`src/rtl/fwd_hazard_unit_pkg.sv`:
```
// Shared rv32i pipeline types used by the forwarding/hazard unit.
package rv32i_types;

    localparam int unsigned REG_AW = 5;

    typedef enum logic [3:0] {
        alu_out  = 4'd0,
        br_en    = 4'd1,
        u_imm    = 4'd2,
        lw       = 4'd3,
        pc_plus4 = 4'd4,
        lb       = 4'd5,
        lbu      = 4'd6,
        lh       = 4'd7,
        lhu      = 4'd8
    } regfilemux_sel_t;

    typedef enum logic [1:0] {FWD_RF, FWD_MEM, FWD_WB, FWD_HOLD} fwd_src_t;

    typedef enum logic {RUN, LU_STALL} lu_state_t;

    // MEM-stage selects whose final value already exists in MEM.
    function automatic logic is_fwdable(regfilemux_sel_t sel);
        return (sel == alu_out) || (sel == pc_plus4) || (sel == u_imm);
    endfunction

endpackage

```
`src/rtl/fwd_operand_sel.sv`:
```
// One EX source operand: MEM/WB match, forwarding priority mux and the
// hold register that keeps a WB result alive while EX is held.
module fwd_operand_sel
    import rv32i_types::*;
#(
    parameter int unsigned XLEN = 32
) (
    input  logic                clk,
    input  logic                rst_n,
    input  logic [REG_AW-1:0]   rs,
    input  logic [XLEN-1:0]     rs_data,
    input  logic                mem_valid,
    input  logic                mem_wr_en,
    input  logic [REG_AW-1:0]   mem_rd,
    input  regfilemux_sel_t     mem_sel,
    input  logic [XLEN-1:0]     mem_alu_out,
    input  logic [XLEN-1:0]     mem_u_imm,
    input  logic [XLEN-1:0]     mem_pc,
    input  logic                wb_valid,
    input  logic                wb_wr_en,
    input  logic [REG_AW-1:0]   wb_rd,
    input  logic [XLEN-1:0]     wb_data,
    input  logic                hold_cap,
    input  logic                hold_clr,
    output logic [XLEN-1:0]     fwd_data,
    output logic [1:0]          fwd_src,
    output logic                mem_hit
);

    logic            rs_nz;
    logic            wb_hit;
    logic            hold_v;
    logic [XLEN-1:0] hold_q;
    fwd_src_t        sel_src;

    assign rs_nz   = (rs != '0);
    assign mem_hit = mem_valid & mem_wr_en & (mem_rd == rs) & rs_nz;
    assign wb_hit  = wb_valid & wb_wr_en & (wb_rd == rs) & rs_nz;

    // Hold register: capture WB results retiring while EX is frozen.
    always_ff @(posedge clk) begin
        if (!rst_n) begin
            hold_v <= 1'b0;
            hold_q <= '0;
        end else if (hold_clr) begin
            hold_v <= 1'b0;
        end else if (hold_cap && wb_hit) begin
            hold_v <= 1'b1;
            hold_q <= wb_data;
        end
    end

    always_comb begin
        sel_src  = FWD_RF;
        fwd_data = rs_data;
        if (!rs_nz) begin
            fwd_data = '0;
        end else if (!rst_n) begin
            fwd_data = rs_data;
        end else if (mem_hit && is_fwdable(mem_sel)) begin
            sel_src = FWD_MEM;
            case (mem_sel)
                pc_plus4: fwd_data = mem_pc + XLEN'(4);
                u_imm:    fwd_data = mem_u_imm;
                default:  fwd_data = mem_alu_out;
            endcase
        end else if (wb_hit) begin
            sel_src  = FWD_WB;
            fwd_data = wb_data;
        end else if (hold_v) begin
            sel_src  = FWD_HOLD;
            fwd_data = hold_q;
        end
    end

    assign fwd_src = sel_src;

endmodule

```
`src/rtl/fwd_hazard_unit.sv`:
```
// EX-stage operand forwarding plus load-use bubble sequencer for rv32i.
module fwd_hazard_unit
    import rv32i_types::*;
#(
    parameter int unsigned NUM_SRC          = 2,
    parameter int unsigned XLEN             = 32,
    parameter int unsigned LOAD_USE_BUBBLES = 1
) (
    input  logic                        clk,
    input  logic                        rst_n,
    input  logic                        ex_valid,
    input  logic                        ex_flush,
    input  logic [NUM_SRC-1:0]          ex_rs_used,
    input  logic [NUM_SRC*REG_AW-1:0]   ex_rs,
    input  logic [NUM_SRC*XLEN-1:0]     ex_rs_data,
    input  logic                        mem_valid,
    input  logic                        mem_wr_en,
    input  logic [REG_AW-1:0]           mem_rd,
    input  regfilemux_sel_t             mem_sel,
    input  logic [XLEN-1:0]             mem_alu_out,
    input  logic [XLEN-1:0]             mem_u_imm,
    input  logic [XLEN-1:0]             mem_pc,
    input  logic                        wb_valid,
    input  logic                        wb_wr_en,
    input  logic [REG_AW-1:0]           wb_rd,
    input  logic [XLEN-1:0]             wb_data,
    input  logic                        pipe_stall_in,
    output logic [NUM_SRC*XLEN-1:0]     fwd_data,
    output logic [NUM_SRC*2-1:0]        fwd_src,
    output logic                        bubble
);

    lu_state_t          state_q, state_d;
    logic [1:0]         cnt_q, cnt_d;
    logic [NUM_SRC-1:0] mem_hit;
    logic               hazard;
    logic               hold_cap;
    logic               hold_clr;

    for (genvar i = 0; i < NUM_SRC; i++) begin : g_src
        fwd_operand_sel #(.XLEN(XLEN)) u_sel (
            .clk         (clk),
            .rst_n       (rst_n),
            .rs          (ex_rs[i*REG_AW +: REG_AW]),
            .rs_data     (ex_rs_data[i*XLEN +: XLEN]),
            .mem_valid   (mem_valid),
            .mem_wr_en   (mem_wr_en),
            .mem_rd      (mem_rd),
            .mem_sel     (mem_sel),
            .mem_alu_out (mem_alu_out),
            .mem_u_imm   (mem_u_imm),
            .mem_pc      (mem_pc),
            .wb_valid    (wb_valid),
            .wb_wr_en    (wb_wr_en),
            .wb_rd       (wb_rd),
            .wb_data     (wb_data),
            .hold_cap    (hold_cap),
            .hold_clr    (hold_clr),
            .fwd_data    (fwd_data[i*XLEN +: XLEN]),
            .fwd_src     (fwd_src[i*2 +: 2]),
            .mem_hit     (mem_hit[i])
        );
    end

    // Any used source waiting on a MEM value not yet available.
    assign hazard = ex_valid & (|(ex_rs_used & mem_hit)) & ~is_fwdable(mem_sel);

    assign hold_cap = bubble & ~pipe_stall_in & ex_valid;
    assign hold_clr = (~bubble & ~pipe_stall_in) | ex_flush;

    always_ff @(posedge clk) begin
        if (!rst_n) begin
            state_q <= RUN;
            cnt_q   <= 2'd0;
        end else begin
            state_q <= state_d;
            cnt_q   <= cnt_d;
        end
    end

    always_comb begin
        state_d = state_q;
        cnt_d   = cnt_q;
        bubble  = 1'b0;
        case (state_q)
            RUN:      bubble = hazard;
            LU_STALL: bubble = 1'b1;
            default:  bubble = 1'b0;
        endcase
        if (ex_flush || !rst_n) begin
            bubble = 1'b0;
        end
        // Flush abandons any bubble sequence; a global freeze holds it.
        if (ex_flush) begin
            state_d = RUN;
            cnt_d   = 2'd0;
        end else if (!pipe_stall_in) begin
            case (state_q)
                RUN: begin
                    if (bubble && (LOAD_USE_BUBBLES > 1)) begin
                        state_d = LU_STALL;
                        cnt_d   = 2'(LOAD_USE_BUBBLES - 1);
                    end
                end
                LU_STALL: begin
                    if (cnt_q <= 2'd1) begin
                        state_d = RUN;
                        cnt_d   = 2'd0;
                    end else begin
                        cnt_d = cnt_q - 2'd1;
                    end
                end
                default: begin
                    state_d = RUN;
                    cnt_d   = 2'd0;
                end
            endcase
        end
    end

endmodule

```
`config.mk`:
```
export PLATFORM = sky130hd
export DESIGN_NAME = fwd_hazard_unit
export DESIGN_NICKNAME = d
export VERILOG_FILES = /design/src/rtl/fwd_hazard_unit_pkg.sv /design/src/rtl/fwd_operand_sel.sv /design/src/rtl/fwd_hazard_unit.sv
export SDC_FILE = /design/constraint.sdc
export NUM_CORES = 1
export LEC_CHECK = 0
export CORE_UTILIZATION = 25
export DETAILED_ROUTE_END_ITERATION = 7
export GPL_TIMING_DRIVEN = 0
export SKIP_LAST_GASP = 1
export SYNTH_ARGS = -nofsm -noshare
export SYNTH_HDL_FRONTEND = slang
export SYNTH_SLANG_ARGS = --single-unit
```
`constraint.sdc`:
```
create_clock -name clk -period 2.5 [get_ports clk]
set_input_delay 0.25 -clock clk [delete_from_list [all_inputs] [get_ports clk]]
set_output_delay 0.25 -clock clk [all_outputs]
set_load 0.05 [all_outputs]
```
## Word level (Yosys, flattened, before mapping)

Cells that the tools add are included.

- $add $sub $neg: 2
- Magnitude comparators: 1
- Equality and inequality tests: 6
- Mux-type cells: 26
- Bitwise logic cells: 23
- Reductions and logical operators: 17

Operator list:

| cell | number |
|---|---|
| 32-bit two-way mux | 10 |
| 32-bit one-hot mux with 2 select lines | 1 |
| 32-bit by 3-bit adder with 32-bit output (second input constant) | 1 |
| 2-bit two-way mux | 11 |
| 5-bit == test | 4 |
| 1-bit bitwise AND | 15 |
| 5-bit nonzero test | 2 |
| 1-bit inverter | 6 |
| 2-bit AND reduction | 3 |
| 2-bit OR reduction | 3 |
| 4-bit by 2-bit == test with 1-bit output (second input constant) | 1 |
| 4-bit by 3-bit == test with 1-bit output (second input constant) | 1 |
| 1-bit logical AND | 4 |
| 4-bit zero test | 1 |
| 1-bit logical OR | 3 |
| 1-bit two-way mux | 3 |
| 2-bit bitwise AND | 1 |
| 2-bit by 1-bit less-or-equal comparator with 1-bit output (second input constant) | 1 |
| 1-bit one-hot mux with 2 select lines | 1 |
| 2-bit by 1-bit subtractor with 2-bit output (second input constant) | 1 |
| 1-bit zero test | 1 |
| 1-bit OR | 1 |

- Flip-flop bits (word level): 69
- Output and inout port bits: 69
- Logic and storage cells: 81

## Logic depth before layout (Yosys ltp)

- Depth after elaboration: 14
- Mapped depth: 9
- Gate-level depth less buffers: 7

## Modules after synthesis

A second synthesis with hierarchy kept.

- Cell total of the unflattened synthesis: 1,105
- Area, all modules: 7,770.0 um^2

By module, submodules not included:

| module | times used | cells each | area each (um^2) | seq. area each (um^2) |
|---|---|---|---|---|
| fwd_operand_sel at g_src[0].u_sel | 1 | 560 | 3,806.2 | 660.6 |
| fwd_operand_sel at g_src[1].u_sel | 1 | 524 | 3,766.1 | 660.6 |
| fwd_hazard_unit | 1 | 21 | 197.7 | 60.1 |

## Worst setup path after synthesis

OpenSTA, ideal clock, no wires.

- Path kind: in2out
- From: input mem_sel[2]
- To: output fwd_data[36]
- Arrival time: 2.802 ns
- Data required time: 2.250 ns
- Setup slack: -0.552 ns
- Cell stages on the path: 8
- Path buffers: 3
- Cell sequence: buf_2 -> a211o_1 -> or4_1 -> clkbuf_1 -> buf_2 -> nor2_1 -> a21oi_1 -> o21ai_0

- Cells in the longest elaborated chain, start to end: 7
- Elaborated cells between the ends (all ways): 10
- Those cells by class: eq/ne (2); mux (4); reduce/logical (4)

Ends and longest elaborated chain:

| what | line | text |
|---|---|---|
| start, declared | fwd_hazard_unit.sv:19 | `input regfilemux_sel_t mem_sel,` |
| 4-bit by 3-bit == test with 1-bit output / 4-bit zero test (equally long branches) | fwd_hazard_unit_pkg.sv:24, fwd_operand_sel.sv:62 |  |
| 1-bit logical OR (2 in series) | fwd_hazard_unit_pkg.sv:24 | `return (sel == alu_out) \|\| (sel == pc_plus4) \|\| (sel == u_imm);` |
| 1-bit logical AND | fwd_operand_sel.sv:60 | `end else if (mem_hit && is_fwdable(mem_sel)) begin` |
| 32-bit two-way mux * | fwd_operand_sel.sv:60 |  |
| 32-bit two-way mux * | fwd_operand_sel.sv:58 | `end else if (!rst_n) begin` |
| 32-bit two-way mux * | fwd_operand_sel.sv:56 | `if (!rs_nz) begin` |
| end, declared | fwd_hazard_unit.sv:28 | `output logic [NUM_SRC*XLEN-1:0] fwd_data,` |

Every way passes the cells marked *; elsewhere a longest branch is shown, timed or not.

## Final worst setup path

- From: input ex_rs[6]
- To: output fwd_data[49]

- Cells in the longest elaborated chain, start to end: 7
- Elaborated cells between the ends (all ways): 12
- Those cells by class: eq/ne (2); mux (4); bitwise (4); reduce/logical (2)

Ends and longest elaborated chain:

| what | line | text |
|---|---|---|
| start, declared | fwd_hazard_unit.sv:14 | `input logic [NUM_SRC*REG_AW-1:0] ex_rs,` |
| 5-bit == test, on equally long branches | fwd_operand_sel.sv:38, fwd_operand_sel.sv:37 |  |
| 1-bit bitwise AND, on equally long branches (2 in series) | fwd_operand_sel.sv:38, fwd_operand_sel.sv:37 |  |
| 32-bit two-way mux / 1-bit logical AND (equally long branches) | fwd_operand_sel.sv:67, fwd_operand_sel.sv:60 |  |
| 32-bit two-way mux | fwd_operand_sel.sv:60 |  |
| 32-bit two-way mux | fwd_operand_sel.sv:58 |  |
| 32-bit two-way mux * | fwd_operand_sel.sv:56 |  |

Marks and branches as above.

==> qor.csv <==
stage;metric;value;unit
pwr;PD cells;338;nW/um^2
sta;actual slew at the worst max-slew pin;1170;ps
routing;DRT Wirelength;40300;um
pwr;P_int;2820;uW
floorplanning;Top Ports;296;
cts;Clock Root Buffer;clkbuf_16;
synthesis;Post-synth EDFFs;0;
worst_setup_path;Critical Path Fanout Max;5;
cts;clock-pin slew on the worst setup and hold paths;60;ps
routing;via count;9125;
routing;drt pass-1 iters;5;
worst_setup_path;Worst EP required;2250;ps
job;number of max-cap violations;0;
routing;Via-to-Cell Ratio;5.50;
placement;placement-stage cell area;11000;um^2
synthesis;Post-Synthesis Mean Instance Area;7.88;um^2
status;status;finished, violations left;
cts;CTS tree;yes;
sta;highest clock rate;372;MHz
synthesis;Yosys reg bits;69;
worst_setup_path;Worst setup EP type;output pin;
synthesis;Synthesized Nets;1135;
synthesis;ys async rst share;0;%
routing;Final ANT Viol Nets;0;
pwr;Flop pwr share;24.8;%
global_route;vias in the first global route;9174;
global_route;GRT overflow;0;
placement;PortBufs;292;
floorplanning;core footprint;27900;um^2
worst_setup_path;CP max-delay cell;or4_4;
sta;Setup WS post-layout;-190;ps
sta;RSZ-0062 raised after global routing;true;
sta;Max-slew headroom;21.8;%
routing;DRC;0;
cells_and_area;fill count;2709;
synthesis;Synth cell types;63;
cells_and_area;Sequential Area;1380;um^2
pwr;maximum VDD drop;0.241;mV
cts;H-Tree Depth;3;
global_route;largest net degree at the start of global routing;14;
cells_and_area;area delta synth->final;83.3;%
cells_and_area;Final Cell Area;13100;um^2
floorplanning;die height;171;um
cts;TritonCTS buffer count;9;
pwr;Comb pwr share;42.5;%
synthesis;Post-Syn Area;7150;um^2
floorplanning;DIE WIDTH;171;um
cells_and_area;Final Non-Filler Cells;1659;
worst_setup_path;Critical Path Start Type;input port;
sta;crit share post-route;108;%
synthesis;sequential share of the synthesized area;19.3;%
worst_setup_path;Cell Chain, Critical Path;buf_8 > xor2_1 > or4_4 > nor4_4 > buf_6 > buf_12 > buf_12 > mux2i_2 > o221ai_1 > o211a_1 > buf_6;
worst_setup_path;Setup Crit Path Kind;input port to output pin;
worst_setup_path;highest cell delay on the worst timing path;550;ps
pwr;clock share of power;32.7;%
sta;final hold violations;0;
global_route;Total GRT Usage;26.9;%
pwr;leakage;0.00519;uW
cts;CTS max path bufs;2;
synthesis;yosys warns;0;
hold_path;HP Class;flip-flop to flip-flop;
cts;clock latency on the worst-skew pair;360;ps
floorplanning;standard-cell rows;61;
placement;Inst Count DP;1577;
cells_and_area;fraction of layout cells with a size suffix above 1;40.2;%
global_route;first-pass GRT wire length;57600;um
cells_and_area;Nets;1502;
synthesis;Gate Count Post-Synth;907;
routing;detailed router's first-iteration violation count;651;
floorplanning;starting density of the core;25.6;%
status;failing checks;negative setup slack;
sta;final setup vio count;39;
cts;CTS sink cnt;69;
global_route;initial antenna violation count;2;
pwr;Switch Pwr;1610;uW
cells_and_area;area of the multi-input gates;6680;um^2
floorplanning;die area;29300;um^2
pwr;sw frac;36.3;%
synthesis;Synth Flop Type;dfxtp_1;
sta;fin crit period;2690;ps
placement;Post-DP HPWL;30900;um
worst_setup_path;Arr. time, crit path;2440;ps
placement;RePlAce Congestion;0.950;
sta;max-slew violation count;0;
routing;WL/cell;24.3;um
sta;final clock skew;7.72;ps
==> sequential cells by signal, indices dropped and copies added, names as in the netlist <==
| signal | count |
|---|---|
| cnt_q | 2 |
| g_src.u_sel.hold_q | 64 |
| state_q | 1 |
| g_src.u_sel.hold_v | 2 |
==> synth_stat cells, drive strengths merged (2+ instances only) <==
library cell	number	area, um^2
nand2	122	458
mux2	99	1110
mux2i	99	991
o21ai	83	415
dfxtp	69	1380
clkbuf	56	210
a21oi	53	265
nor2	41	156
nand3	23	133
buf	22	153
xnor2	22	193
nand2b	19	119
a31oi	15	93.8
nand4	14	103
nor4	14	128
o211ai	14	105
nor3	13	65.1
nand3b	12	90.1
a222oi	11	110
a22o	10	87.6
o21a	10	75.1
or4	9	75.1
xor2	9	78.8
o31ai	8	60.1
and3	7	43.8
a211o	4	35.0
nor2b	4	25.0
o22ai	4	25.0
or3	4	25.0
a22oi	3	22.5
and4	3	26.3
inv	3	11.3
nor4b	3	45.0
o211a	3	30.0
o221a	3	33.8
a211oi	2	15.0
and2	2	12.5
o221ai	2	17.5
or2	2	12.5
==> metrics by stage <==
| stage | worst slack, ps | utilization (%) | power, uW | hold WS, ps | TNS (ps) |
|---|---|---|---|---|---|
| 2_1_floorplan | -174 | - | 1970 | 388 | -260 |
| 3_3_place_gp | -2180 | 39.4 | 2770 | 443 | -134300 |
| 3_5_place_dp | -2200 | 39.4 | 2780 | 451 | -134490 |
| 4_1_cts | -170 | 45.9 | 4370 | 459 | -3920 |
| 5_1_grt | -253 | 46.9 | 4540 | 476 | -8140 |
| 6_report | -190 | 46.9 | 4430 | 457 | -4510 |
==> layout by cell type (no fill, tap or decap), types with 10 or more instances in the layout <==
cell type        Yosys  routed
a21oi_2              0      33
a21oi_4              0      13
a222oi_1            11      11
a22o_1              10      10
a31oi_4              0      13
buf_12               0      10
buf_2               11      20
buf_4                8      69
buf_6                2      67
buf_8                1      15
clkbuf_1            56      23
clkbuf_16            0      11
clkbuf_2             0      15
clkdlybuf4s50_1      0     172
dfxtp_1             69      67
dlygate4sd2_1        0      10
mux2_2              91      77
mux2_4               0      22
mux2i_1             99      94
nand2_1            122     117
nand2b_1            19      17
nand3_1             21      10
nand3b_1            12      12
nand4_1             13      13
nor2_1              40      27
nor2_2               1      10
nor4_4               1      10
o211ai_1            14      14
o21a_1              10      10
o21ai_0             79      62
o21ai_2              0      12
xnor2_1             22      19
==> area by class of cell <==
cell class | count | share of cell area, %
multi-input cells | 757 | 51.0
repair buffers | 361 | 27.5
flip-flops and latches | 69 | 10.6
plain buffers | 73 | 4.73
well taps | 378 | 3.61
clock buffers | 9 | 1.72
clock inverters | 7 | 0.755
inverters | 3 | 0.0860
diodes | 2 | 0.0382
==> critical path: cells and delay by family <==
| family | cells | cell delay [ps] |
|---|---|---|
| XOR/XNOR | 1 | 140 |
| AND/OR/NAND/NOR | 2 | 780 |
| AO/OA/AOI/OAI | 2 | 340 |
| multiplexers | 1 | 230 |
| buffers and inverters | 5 | 700 |
==> layer usage <==
| metal | vias to the layer above | track usage, % | wire [um] |
|---|---|---|---|
| met5 | - | 0 | 0 |
| met4 | 0 | 10.6 | 1460 |
| met3 | 100 | 5.81 | 3480 |
| met2 | 490 | 46.3 | 19200 |
| met1 | 4415 | 32.3 | 16100 |
| li1 | 4120 | - | - |
==> logic make-up after synthesis <==
group	after synthesis	share of synthesized area, %
adder cells (fa/ha/maj)	1	0.175
buffers and inverters	81	5.23
XOR/XNOR	31	3.80
AO/OA/AOI/OAI	233	20.5
AND/OR/NAND/NOR	294	21.5
multiplexers	198	29.5
flip-flops	69	19.3
==> path summary, 6_finish.rpt <==
| check | start | endpoint | slack, ps | cells past startpoint |
|---|---|---|---|---|
| hold / removal | g_src[0].u_sel.hold_q[27] | g_src[0].u_sel.hold_q[27] | 460 | 2 |
| setup / recovery | ex_rs[6] | fwd_data[49] | -190 | 11 |
| hold reg to reg | g_src[0].u_sel.hold_q[27] | g_src[0].u_sel.hold_q[27] | 460 | 2 |
| setup reg to reg | state_q | g_src[0].u_sel.hold_q[5] | 970 | 4 |
==> power groups by stage <==
stage                     Combinational, uW  Sequential (uW)  Clock (uW)
after floorplan                         845             1120           0
after global placement                 1640             1120           0
after detailed placement               1650             1120           0
after CTS                              1830             1100        1440
after global routing                   1960             1100        1480
final                                  1880             1100        1450
==> what timing repair did <==
action / in CTS / in global routing
pin swaps: 86 / 35
buffers inserted: 52 / 9
hold buffers: 0 / 0
setup endpoints to repair: 100 / 68
gates resized for setup: 864 / 77
cloned: 7 / 1
No activity file was read; power rests on OpenSTA's default activity.
